File: config.mk
export PLATFORM = sky130hd
export DESIGN_NAME = piso_tx8
export DESIGN_NICKNAME = d
export VERILOG_FILES = /design/src/rtl/piso_tx8.sv
export SDC_FILE = /design/constraint.sdc
export NUM_CORES = 1
export LEC_CHECK = 0
export ABC_AREA = 1
export BUFFER_PORTS_ARGS = -buffer_cell sky130_fd_sc_hd__buf_2
export CORE_ASPECT_RATIO = 0.9
export CORE_MARGIN = 2
export CORE_UTILIZATION = 30
export CTS_CLUSTER_SIZE = 24
export DETAILED_ROUTE_END_ITERATION = 8
export GPL_TIMING_DRIVEN = 0
export HOLD_SLACK_MARGIN = 0.05
export PLACE_DENSITY = 0.55
export RECOVER_POWER = 50
export REMOVE_ABC_BUFFERS = 1
export SLEW_MARGIN = 20
export SYNTH_ARGS = -nofsm -noshare
export SYNTH_HDL_FRONTEND = slang
export SYNTH_SLANG_ARGS = --single-unit
export TNS_END_PERCENT = 50
File: constraint.sdc
create_clock -name clk -period 1.5 [get_ports clk]
set_input_delay 0.15 -clock clk [delete_from_list [all_inputs] [get_ports clk]]
set_output_delay 0.15 -clock clk [all_outputs]
set_load 0.1 [all_outputs]
File: src/rtl/piso_tx8.sv
// piso_tx8: parallel-in serial-out transmitter, MSB first.
// Optional build macro PISO_TX8_PARITY_EN appends an even-parity bit to each
// frame; with it undefined no parity logic exists and a frame is WIDTH bits.
module piso_tx8 #(
    parameter int unsigned WIDTH = 8
) (
    input  logic             clk,
    input  logic             reset,
    input  logic [WIDTH-1:0] din,
    input  logic             load,
    output logic             ready,
    output logic             dout,
    output logic             dout_valid,
    output logic             done
);

    localparam int unsigned CW = $clog2(WIDTH + 1);
`ifdef PISO_TX8_PARITY_EN
    localparam int unsigned F = WIDTH + 1;
`else
    localparam int unsigned F = WIDTH;
`endif
    localparam logic [CW-1:0] LAST = CW'(F - 1);

    typedef enum logic {
        IDLE  = 1'b0,
        SHIFT = 1'b1
    } state_t;

    state_t           state;
    state_t           state_nx;
    logic [WIDTH-1:0] sreg;
    logic [WIDTH-1:0] sreg_nx;
    logic [CW-1:0]    cnt;
    logic [CW-1:0]    cnt_nx;
    logic             last;
    logic             accept;
`ifdef PISO_TX8_PARITY_EN
    logic             par;
    logic             par_nx;
`endif

    // Next-state, datapath next values and outputs decoded from registers only.
    always_comb begin
        state_nx   = state;
        sreg_nx    = sreg;
        cnt_nx     = cnt;
`ifdef PISO_TX8_PARITY_EN
        par_nx     = par;
`endif
        last       = (state == SHIFT) && (cnt == LAST);
        ready      = (state == IDLE) || last;
        dout_valid = (state == SHIFT);
        done       = last;
        dout       = 1'b0;
        if (state == SHIFT) begin
`ifdef PISO_TX8_PARITY_EN
            dout = (cnt == CW'(WIDTH)) ? par : sreg[WIDTH-1];
`else
            dout = sreg[WIDTH-1];
`endif
        end

        accept = load && ready;
        if (accept) begin
            state_nx = SHIFT;
            sreg_nx  = din;
            cnt_nx   = '0;
`ifdef PISO_TX8_PARITY_EN
            par_nx   = ^din;
`endif
        end else if (state == SHIFT) begin
            if (last) begin
                state_nx = IDLE;
                sreg_nx  = '0;
                cnt_nx   = '0;
            end else begin
                sreg_nx = {sreg[WIDTH-2:0], 1'b0};
                cnt_nx  = cnt + 1'b1;
            end
        end
    end

    // State and datapath registers with synchronous active-low reset.
    always_ff @(posedge clk) begin
        if (!reset) begin
            state <= IDLE;
            sreg  <= '0;
            cnt   <= '0;
`ifdef PISO_TX8_PARITY_EN
            par   <= 1'b0;
`endif
        end else begin
            state <= state_nx;
            sreg  <= sreg_nx;
            cnt   <= cnt_nx;
`ifdef PISO_TX8_PARITY_EN
            par   <= par_nx;
`endif
        end
    end

endmodule

==> metrics.md <==
| Metric | Value |
|---|---|
| RSZ-0062 raised after global routing | yes |
| Setup crit end kind | output pin |
| Outcome | completed |
| Synthesized area per cell | 7.00 um2 |
| Final period utilization | 95.3% |
| Mapped Cells | 92 |
| Postcts setup bufs | 0 |
| Max incr delay on CP | 0.37 ns |
| Clock tree sinks | 13 |
| Iter 0 DRT Violations | 3 |
| Fill count | 212 |
| Register Area | 272 um2 |
| Fmax | 0.700 GHz |
| Fin nets | 122 |
| Post-detail-place hpwl | 1050 um |
| First drt pass iteration count | 3 |
| Clock buffer depth | 2 |
| Post-cts hold buffer count | 0 |
| N_diodes | 0 |
| Clk_lat worst skew | 0.28 ns |
| Initial antenna violation count | 0 |
| GRT Util Overall | 12.6% |
| # DRC | 0 |
| Largest net degree at the start of global routing | 13 |
| M3 GR Usage | 4.69% |
| #FFs+latches synth | 13 |
| Worst EP required | 1.35 ns |
| GRT overflow | 0 |
| Maxcap violations | 0 |
| Slowest-stage cell, CP | dfxtp_4 |
| Maximum VDD drop | 0.402 mV |
| Core area | 1970 um2 |
| Met2 Track Usage GR | 18.5% |
| Hold slack | 0.0881 ns |
| Worst slew margin | 68.1% |
| Gr busiest metal | met2 |
| Fin crit period | 1.43 ns |
| Worst-Margin Slew | 0.482 ns |
| Num ports | 15 |
| Cell leakage power | 0.379 nW |
| # setup viols final | 0 |
| Share of layout cells above drive strength 1 | 28.4% |
| Post-DRT Antenna Nets | 0 |
| Setup Skew | 0.0130 ns |
| Die width | 52.9 um |
| Die Span Y | 48.0 um |
| Worst Hold Class | input port to flip-flop |
| Final Hold Viols | 0 |
| Netlist cell types | 16 |
| Worst Setup Start Kind | flip-flop |
| Vias in the first global route | 521 |
| First-pass GRT wire length | 2280 um |
| Synth-to-layout area growth | 29.3% |
| Wire per inst | 10.5 um |
| Overall power | 0.741 mW |
| Routability cong. | 0.723 |
| Clock H-tree levels | 1 |
| Routed wire length | 1410 um |
| Area of the multi-input gates | 367 um2 |
| PortBufs | 14 |
| Die area | 2530 um2 |
| Initial Util | 32.7% |
| Clock-pin slew on the worst setup and hold paths | 0.09 ns |
| Power Dens Cells | 889 nW/um2 |
| Critical-path cell list | ha_4 -> nand3_2 -> inv_2 -> nand2_4 -> inv_4 -> buf_12 |
| Total CTS buffers | 3 |
| Row cnt | 15 |
| Pins Over Slew Limit | 0 |
| Sequential share of the synthesized area | 40.4% |
| Vias/cell | 4.66 |
| Met1 usage | 17.0% |
| Cell area after synthesis | 644 um2 |
| Critical Path AT | 1.28 ns |
| CTS tree | done |
| Via count | 624 |
| Worst Path Max Fanout | 5 |
| YS warnings | 0 |
| WS Path Type | flip-flop to output pin |
| Root buffer cell | clkbuf_4 |
==> cells in the mapped netlist <==
cell	count	area, um2
inv_2	1	3.75
nor3_1	2	10.0
xor2_1	1	8.76
nand3_1	8	40.0
dfxtp_1	13	260
nand2_1	23	86.3
nand2_2	2	12.5
ha_1	1	12.5
nor2_1	17	63.8
a21oi_4	1	16.3
a21oi_1	7	35.0
o21ai_0	5	25.0
inv_1	8	30.0
buf_6	1	11.3
nand3_4	1	17.5
nand2_4	1	11.3
==> layout make-up <==
cell class / count / area share (%)
Clock buffer: 3 / 2.70
Tap cell: 25 / 3.75
Inverter: 9 / 4.35
Timing Repair Buffer: 14 / 12.0
Sequential cell: 13 / 32.6
Multi-Input combinational cell: 69 / 44.0
Clock inverter: 1 / 0.601
==> layout by cell type, fill, tap and decap left out <==
cell / instances
ha_4: 1
dfxtp_1: 10
nand2_1: 23
o21ai_0: 5
xor2_1: 1
a21oi_1: 7
inv_1: 6
a21oi_4: 1
clkinv_2: 1
nand2_4: 3
nor2_1: 17
inv_4: 1
buf_12: 2
inv_2: 2
nand3_4: 1
nand3_1: 7
nor3_1: 2
buf_2: 12
clkbuf_4: 3
dfxtp_4: 3
nand3_2: 1
==> worst paths after layout <==
check	from	end	slack [ns]	cells past startpoint
worst max register to register	cnt[1]$_SDFFE_PP0P_	cnt[3]$_SDFFE_PP0P_	0.24	6
worst max-delay path	cnt[1]$_SDFFE_PP0P_	done	0.07	6
worst min-delay path	din[6]	sreg[6]$_SDFFE_PN0P_	0.09	3
worst min register to register	sreg[0]$_SDFFE_PN0P_	sreg[0]$_SDFFE_PN0P_	0.48	2
==> state kept, by name, indices dropped and copies added (netlist names) <==
name	cells
sreg	8
cnt	4
dout_valid	1
==> power by group <==
part           total [mW]  internal (mW)  switching [mW]
Combinational       0.142         0.0491          0.0933
Sequential          0.382          0.363          0.0190
Clock               0.216         0.0988           0.118
==> worst max-delay path, delay by kind of cell (launching register included) <==
family | cells | cell delay [ns]
adders and majority gates | 1 | 0.16
buffers and inverters | 3 | 0.31
DFF | 1 | 0.37
and+or+nand+nor | 2 | 0.16
==> per-layer routing <==
metal  share of wire [%]  vias up
met5                   0        -
met4                0.78        0
met3                 3.9        2
met2                  44       11
met1                  52      280
li1                    -      331
==> what timing repair did <==
action	in CTS	in global routing
pin swaps	0	1
gates resized for setup	13	9
endpoints found under the setup margin	4	3
==> stage by stage <==
step	util (%)	TNS (ns)	setup WS [ns]	std cells	cell area, um2
after floorplan	-	-10.66	-0.885	91	633
after global placement	37.3	-0.0728	-0.0728	130	734
after detailed placement	37.3	-0.104	-0.0928	130	734
after CTS	40.8	-0.00346	-0.00346	134	803
after global routing	42.3	-0.000752	-0.000752	134	833
final	42.3	0	0.0706	134	833
==> logic make-up (layout without fill, tap and decap cells) <==
family                   after synthesis  in the layout  synth area share (%)
flip-flops                            13             13                  40.4
AO/OA/AOI/OAI                         13             13                  11.8
buffers and inverters                 10             27                  6.99
AND/OR/NAND/NOR                       54             54                  37.5
XOR/XNOR                               1              1                  1.36
adder cells (fa/ha/maj)                1              1                  1.94
Note: power is estimated with default switching activity, not from simulation.
